## src/rtl/seg7_scan_reader.sv

```systemverilog
// Passive monitor for a multiplexed 4-digit active-low 7-segment bus; rebuilds the shown hex value.
// Optional SEG7_ERR_EN enables illegal-pattern pulse and saturating error counter.
module seg7_scan_reader #(
    parameter int STABLE_CYCLES = 4,
    parameter int ERR_CNT_W     = 8
) (
    input  logic                 clk,
    input  logic                 rst,
    input  logic [6:0]           seg,
    input  logic [3:0]           an,
    output logic [15:0]          value,
    output logic [3:0]           digit_valid,
    output logic [15:0]          frame_value,
    output logic                 frame_valid,
    output logic                 pattern_err,
    output logic [ERR_CNT_W-1:0] err_count
);

    localparam int CNT_W = 8;
    localparam logic [CNT_W-1:0] CNT_MAX = CNT_W'(STABLE_CYCLES);

    typedef enum logic [1:0] {IDLE, SETTLE, HELD} state_t;

    state_t           state_q, state_d;
    logic [10:0]      s_q, s_d;
    logic [CNT_W-1:0] cnt_q, cnt_d;
    logic [15:0]      value_q, value_d;
    logic [3:0]       dv_q, dv_d;
    logic [3:0]       mask_q, mask_d;
    logic [15:0]      fvalue_q, fvalue_d;
    logic             fvalid_q, fvalid_d;
    logic             changed, single, capture, legal;
    logic [1:0]       idx;
    logic [3:0]       nib;

    // Active-high g..a pattern -> {legal, nibble}
    function automatic logic [4:0] decode(input logic [6:0] pat);
        case (pat)
            7'h3F: decode = 5'h10;
            7'h06: decode = 5'h11;
            7'h5B: decode = 5'h12;
            7'h4F: decode = 5'h13;
            7'h66: decode = 5'h14;
            7'h6D: decode = 5'h15;
            7'h7D: decode = 5'h16;
            7'h07: decode = 5'h17;
            7'h7F: decode = 5'h18;
            7'h6F: decode = 5'h19;
            7'h77: decode = 5'h1A;
            7'h7C: decode = 5'h1B;
            7'h39: decode = 5'h1C;
            7'h5E: decode = 5'h1D;
            7'h79: decode = 5'h1E;
            7'h71: decode = 5'h1F;
            default: decode = 5'h00;
        endcase
    endfunction

    always_comb begin
        s_d     = {an, seg};
        changed = (s_d != s_q);
        single  = 1'b1;
        idx     = 2'd0;
        case (s_d[10:7])
            4'b1110: idx = 2'd0;
            4'b1101: idx = 2'd1;
            4'b1011: idx = 2'd2;
            4'b0111: idx = 2'd3;
            default: single = 1'b0;
        endcase
        {legal, nib} = decode(~s_d[6:0]);

        if (changed)             cnt_d = CNT_W'(1);
        else if (cnt_q >= CNT_MAX) cnt_d = CNT_MAX;
        else                     cnt_d = cnt_q + CNT_W'(1);

        // FSM tracks what s_q will hold after this edge
        capture = 1'b0;
        if (!single)                  state_d = IDLE;
        else if (changed)             state_d = SETTLE;
        else if (state_q == HELD)     state_d = HELD;
        else if (cnt_d == CNT_MAX) begin
            state_d = HELD;
            capture = (state_q == SETTLE);
        end else                      state_d = SETTLE;

        value_d  = value_q;
        dv_d     = dv_q;
        mask_d   = mask_q;
        fvalue_d = fvalue_q;
        fvalid_d = 1'b0;
        if (capture && legal) begin
            value_d[idx*4 +: 4] = nib;
            dv_d[idx]           = 1'b1;
            mask_d[idx]         = 1'b1;
            if (mask_d == 4'hF) begin
                fvalue_d = value_d;
                fvalid_d = 1'b1;
                mask_d   = 4'h0;
            end
        end
    end

    always_ff @(posedge clk) begin
        if (rst) begin
            state_q  <= IDLE;
            s_q      <= '0;
            cnt_q    <= '0;
            value_q  <= '0;
            dv_q     <= '0;
            mask_q   <= '0;
            fvalue_q <= '0;
            fvalid_q <= 1'b0;
        end else begin
            state_q  <= state_d;
            s_q      <= s_d;
            cnt_q    <= cnt_d;
            value_q  <= value_d;
            dv_q     <= dv_d;
            mask_q   <= mask_d;
            fvalue_q <= fvalue_d;
            fvalid_q <= fvalid_d;
        end
    end

    assign value       = value_q;
    assign digit_valid = dv_q;
    assign frame_value = fvalue_q;
    assign frame_valid = fvalid_q;

`ifdef SEG7_ERR_EN
    logic                 perr_q, perr_d;
    logic [ERR_CNT_W-1:0] errc_q, errc_d;

    always_comb begin
        perr_d = capture && !legal;
        errc_d = errc_q;
        if (perr_d && (errc_q != '1)) errc_d = errc_q + ERR_CNT_W'(1);
    end

    always_ff @(posedge clk) begin
        if (rst) begin
            perr_q <= 1'b0;
            errc_q <= '0;
        end else begin
            perr_q <= perr_d;
            errc_q <= errc_d;
        end
    end

    assign pattern_err = perr_q;
    assign err_count   = errc_q;
`else
    assign pattern_err = 1'b0;
    assign err_count   = '0;
`endif

endmodule
```

## config.mk

```make
export PLATFORM = sky130hd
export DESIGN_NAME = seg7_scan_reader
export DESIGN_NICKNAME = d
export VERILOG_FILES = /design/src/rtl/seg7_scan_reader.sv
export SDC_FILE = /design/constraint.sdc
export NUM_CORES = 1
export LEC_CHECK = 0
export CORE_ASPECT_RATIO = 0.8
export CORE_MARGIN = 2
export CORE_UTILIZATION = 40
export CTS_BUF_LIST = sky130_fd_sc_hd__clkbuf_16
export DETAILED_ROUTE_END_ITERATION = 10
export GPL_TIMING_DRIVEN = 0
export MAX_ROUTING_LAYER = met4
export SYNTH_ARGS = -nofsm -noshare
export SYNTH_HDL_FRONTEND = slang
export SYNTH_SLANG_ARGS = --single-unit
```

## constraint.sdc

```tcl
create_clock -name clk -period 3.2 [get_ports clk]
set_input_delay 0.48 -clock clk [delete_from_list [all_inputs] [get_ports clk]]
set_output_delay 0.48 -clock clk [all_outputs]
set_load 0.05 [all_outputs]
```

## After elaboration in Yosys (flattened, before gate mapping)

Index checks and enable logic that the tools add are counted.
Widths: inputs -> output; s select.

| storage, ports and cells | value |
|---|---|
| bits in read-only memories | 0 |
| memories kept | 0 |
| memory bits (writable) | 0 |
| latch bits | 0 |
| register bits | 62 |

| cells by class | value |
|---|---|
| muxes and demuxes | 17 |
| magnitude comparators | 3 |
| shift-type cells | 2 |
| bitwise operators | 5 |
| $add $sub $neg | 2 |
| reductions and logical operators | 7 |
| eq/ne operators | 25 |
| div/mod/pow operators | 0 |
| $mul | 0 |

Operators by type and width:

| cell | number |
|---|---|
| $eq 7x7->1 const B | 12 |
| $pmux 5 s16 | 1 |
| $neg 4->34 | 1 |
| $shift 4x34->16 const A | 1 |
| $shiftx 4x34->16 | 1 |
| $bwmux 16 | 1 |
| $eq 4x4->1 const B | 4 |
| $mux 8 | 2 |
| $eq 7x3->1 const B | 2 |
| $eq 7x6->1 const B | 2 |
| $ne 11x11->1 | 1 |
| $add 8x1->8 const B | 1 |
| $eq 8x3->1 const B | 1 |
| $ge 8x3->1 const B | 1 |
| $mux 1 | 8 |
| $or 4x4->4 | 2 |
| $not 7->7 | 1 |
| $pmux 2 s3 | 1 |
| $eq 4x3->1 const B | 1 |
| $mux 2 | 2 |
| $mux 4 | 1 |
| $reduce_or 2->1 | 2 |
| $reduce_or 4->1 | 1 |
| $lt 2x3->1 const B | 1 |
| 8 further kinds | 10 |

## Longest topological paths before layout

Gate-level depths: netlist (run 1).

| depth | value |
|---|---|
| word-level depth | 11 |
| depth in mapped cells | 10 |
| mapped depth without buffers | 9 |

## Worst setup path after synthesis (run 1)

No wires, ideal clock.

| path | value |
|---|---|
| kind | input-to-reg |
| from | input an[3] |
| to | register fvalue_q[12], in the netlist frame_value[12] |
| path buffers | 1 |
| setup time | 0.091 ns |
| stages | 9 |
| arrival | 2.481 ns |
| setup slack | 0.628 ns |
| cell sequence | clkbuf_1 > xor2_1 > nand3_1 > inv_1 > ha_1 > inv_1 > nor4_1 > a22oi_1 > a311oi_1 |

| between the ends | value |
|---|---|
| cells in the longest elaborated chain, start to end | 9 |
| elaborated cells on any way between the ends | 27 |
| those cells by class | add/sub (1); order compare (2); eq/ne (7); shift (2); mux (10); bitwise (1); reduce/logical (4) |

RTL lines:

| item | line | RTL |
|---|---|---|
| start: declaration | 10 | `input logic [3:0] an,` |
| $eq 4x3->1, or another cell as far along | 64 | `case (s_d[10:7])` |
| $pmux 2 s3 or $mux 8 (tied branches) | 64, 73 |  |
| $lt 2x3->1 (not written as such), or another cell as far along | 95 | `mask_d[idx] = 1'b1;` |
| $logic_and 1x1->1 (not written as such) or $mux 1 (tied branches) | 95, 82 |  |
| $mux 1 (on tied branches) | 95, 81 |  |
| $demux 1 s2 or $mux 1 (tied branches) | 95, 80 |  |
| $or 4x4->4 (no source line) or $mux 1 (tied branches) | n/a |  |
| $eq 4x4->1 or $logic_and 1x1->1 (tied branches) | 96, 92 |  |
| $reduce_and 2->1 (no source line) | n/a |  |
| end signal: assignment | 121 | `fvalue_q <= fvalue_d;` |
| end: declaration | 30 | `logic [15:0] fvalue_q, fvalue_d;` |

Parallel ways exist; a longest one is shown, timed or not.
A chain may end at the register's enable or synchronous reset.

## Final worst setup path (run 1)

| path | value |
|---|---|
| from | input an[1] |
| to | register fvalue_q[1], in the netlist frame_value[1] |

The elaborated chain is that of the path after synthesis.

==> results.toml, run 1 <==
[synthesis]
yosys_warnings = 0
synthAdderAreaFrac_pct = 4.073
synth_top_family_by_area = "compound AO/OA/AOI/OAI gates"
postSynthAreaPerCell_um2 = 8.776
ys_seq_area_share_pct = 40.41
ys_ff_latch = 62
synth_top_area_share_pct = 40.41
muxShareOfSynthArea_pct = 0
yosys.area.top_type = "dfxtp_1"
synthDistinctLibCells = 48
synth_area_um2 = 3072
synth_xor_area_share_pct = 4.277
synth_edf_count = 0
synth_commonest_cells = "62 x dfxtp_1, 36 x a21oi_1, 21 x o21ai_0"
synth_area_leaders = "dfxtp_1 40%, a21oi_1 5.9%, ha_1 4.1%"
dominantRegCellSynth = "dfxtp_1"
synthSimpleGateAreaFrac_pct = 21.14
synth_compound_area_share_pct = 22.08
synthArstFlopShare_pct = 0
synth_most_common_cell = "dfxtp_1"
syn_inst = 350

[sta]
hold_ws_ps = 489.8
fmax_mhz = 335.0
finalCritPeriodShare_pct = 93.27
drv_slew = 0
finalHoldViolCount = 0
rsz0062_at_grt = "true"
post-route-min-period_ps = 2985
setup_viol = 0
tightestPinTransition_ps = 820.1
maxSlewHeadroom_pct = 44.91
fin_skew_ps = 5.899

[critical_path]
crit_buf_inv = 1
worst_path_max_delay_cell = "nor3_1"
critPathRequiredTime_ps = 3440
crit_path_max_incr_delay_ps = 690
cp-end-kind = "register"
worstSetupPathType = "in -> reg"
cpLargestDelayFamily = "simple AND/OR/NAND/NOR gates"
cp_max_fo = 8
start_kind = "primary input"
cp.arrival_ps = 3220
path_cells = "clkdlybuf4s50_1, xor2_1, nand3_1, ha_1, nor3_1, a22oi_1, a311oi_1"

[route]
dr.first_iter.drc_count = 231
vias = 2830
avgRoutedWirePerCell_um = 15.28
routed_wl_um = 8098
viasPerCell = 5.340
firstDrtPassIters = 4
route.detailed.drc = 0
antenna_left = 0

[die]
fp.dieW_um = 102.0
io_pins = 59
start_util_pct = 41.36
die_h_um = 82.38
core_um2 = 7427
rows = 28
die_area_um2 = 8401

[clocking]
cts.path.max_buffers = 2
clk_pin_slew_ps = 60
cts_setup_buffers = 0
clkSinkCount = 62
numCtsBuffers = 9
clockRootBuffer = "clkbuf_16"
cts_tree = "built"
worstSkewPairLatency_ps = 330
htree_levels = 3

[layout]
finalCoreUtilization_pct = 54.85
final_nets = 443
n_antenna_cell = 0
final_cells = 530
drive_above_1_share_pct = 11.06
synthToLayoutAreaGrowth_pct = 32.63
fillCellCount = 712

[global_routing]
grt_usage_pct = 20.68
grt_max_degree = 13
antenna_found_initial = 0
grt_pass1_wl_um = 12810
grt-ovfl-total = 0
grt_pass1_vias = 2452

[placement]
portBuffers = 46
gp_congestion = 0.8518
hpwl_um = 5948
dpl.cell_count = 514

[pwr]
cellPowerDensity_nw_per_um2 = 511.0
vdd_drop_max_v = 0.0003190
p_sw_share_pct = 22.85
p_int_mw = 1.606
power_switching_mw = 0.4756
power_frac_comb_pct = 8.3
p_leak_nw = 1.546
power_frac_seq_pct = 37.9
pwr-share-clk_pct = 53.8

[worst_hold_path]
min_path_type = "reg -> reg"

[run_status]
status = "finished, final reports clean"

[job]
drv_cap = 0
## worst paths after layout
check             cells after the start              startpoint                     endpoint  slack (ps)
setup / recovery                      7                   an[1]  frame_value[1]$_SDFFE_PP0P_         220
hold / removal                        2  value[10]$_SDFFE_PP0P_       value[10]$_SDFFE_PP0P_         490
setup reg to reg                      9     cnt_q[0]$_SDFF_PP0_       value[12]$_SDFFE_PP0P_         780
hold reg to reg                       2  value[10]$_SDFFE_PP0P_       value[10]$_SDFFE_PP0P_         490
## routing by layer
metal	vias to the layer above	routed length (um)	track usage, %
met1	1332	4027	29.79
met5	-	0	-
met3	7	517	4.882
met4	0	96	5.200
li1	1392	-	-
met2	99	3456	29.08
## kinds of logic (layout without fill, tap and decap cells)
logic type                 Yosys count  after routing
DFF                                 62             62
other                                1             14
adders and majority gates           10             10
xor gates and xnor gates            15             15
AOI/OAI and AO/OA                  103            103
buffers and inverters               46            108
and+or+nand+nor                    113            113
## layout make-up
| cell class | instances | area, um^2 | share of cell area (%) |
|---|---|---|---|
| inverter | 10 | 37.54 | 0.9214 |
| sequential | 62 | 1241 | 30.47 |
| clock inverter | 7 | 121.4 | 2.979 |
| timing repair buffer | 46 | 460.4 | 11.30 |
| multi-input combinational | 255 | 1650 | 40.51 |
| buffer | 36 | 206.4 | 5.068 |
| tap | 105 | 131.4 | 3.225 |
| clock buffer | 9 | 225.2 | 5.528 |
## metrics by stage
stage                     total power [mW]  worst slack, ps  TNS [ps]  area [um^2]
after global routing                 2.149           -8.992    -16.22         4074
after detailed placement            0.9751           -374.9     -6905         3712
after CTS                            2.091            25.73         0         4065
after floorplan                     0.9297            627.9         0         3120
after global placement              0.9732           -318.8     -5353         3712
final                                2.082            215.2         0         4074
## worst reg2reg max path, stage by stage (launching register included)
cell and delay [ps]:
dfxtp_1 350, inv_1 70, ha_1 290, nand3b_1 180
a41oi_1 310, and2_1 250, o311ai_2 200, clkbuf_1 290
o21ai_0 260, a21oi_1 90
## power groups by stage
stage,sequential (mW),clock (mW),combinational (mW)
final,0.789,1.12,0.173
after global routing,0.790,1.17,0.190
after CTS,0.789,1.13,0.171
after detailed placement,0.806,0,0.169
after global placement,0.806,0,0.168
after floorplan,0.805,0,0.125
## placed cells by master, fill, tap and decap left out, types with 14 or more instances in the layout
cell type	netlist	layout
dfxtp_1	62	62
nor3_1	16	16
clkdlybuf4s50_1	0	46
conb_1	1	14
nand3_1	18	18
nor2_1	20	19
xor2_1	14	14
o21ai_0	21	21
a21oi_1	36	36
clkbuf_1	15	14
## state kept, by name, indices dropped and copies added (netlist names)
register / flops
cnt_q: 8
mask_q: 4
frame_value: 16
state_q: 2
digit_valid: 4
value: 16
s_q: 11
frame_valid: 1
## what timing repair did
item / 4_1_cts / 5_1_grt
pin swaps: 0 / 0
setup endpoints to repair: 3 / 21
hold buffers: 0 / 0
resized for setup: 1 / 4
No activity file was read; power rests on OpenSTA's default activity.
==> run 2, diff against run 1 <==
--- a/config.mk
+++ b/config.mk
@@ -10,6 +10,7 @@
 export CORE_UTILIZATION = 40
 export CTS_BUF_LIST = sky130_fd_sc_hd__clkbuf_16
 export DETAILED_ROUTE_END_ITERATION = 10
+export GPL_ROUTABILITY_DRIVEN = 0
 export GPL_TIMING_DRIVEN = 0
 export MAX_ROUTING_LAYER = met4
 export SYNTH_ARGS = -nofsm -noshare
==> results of run 2 <==
Final layout, timing and power as in run 1 (identical DEF).
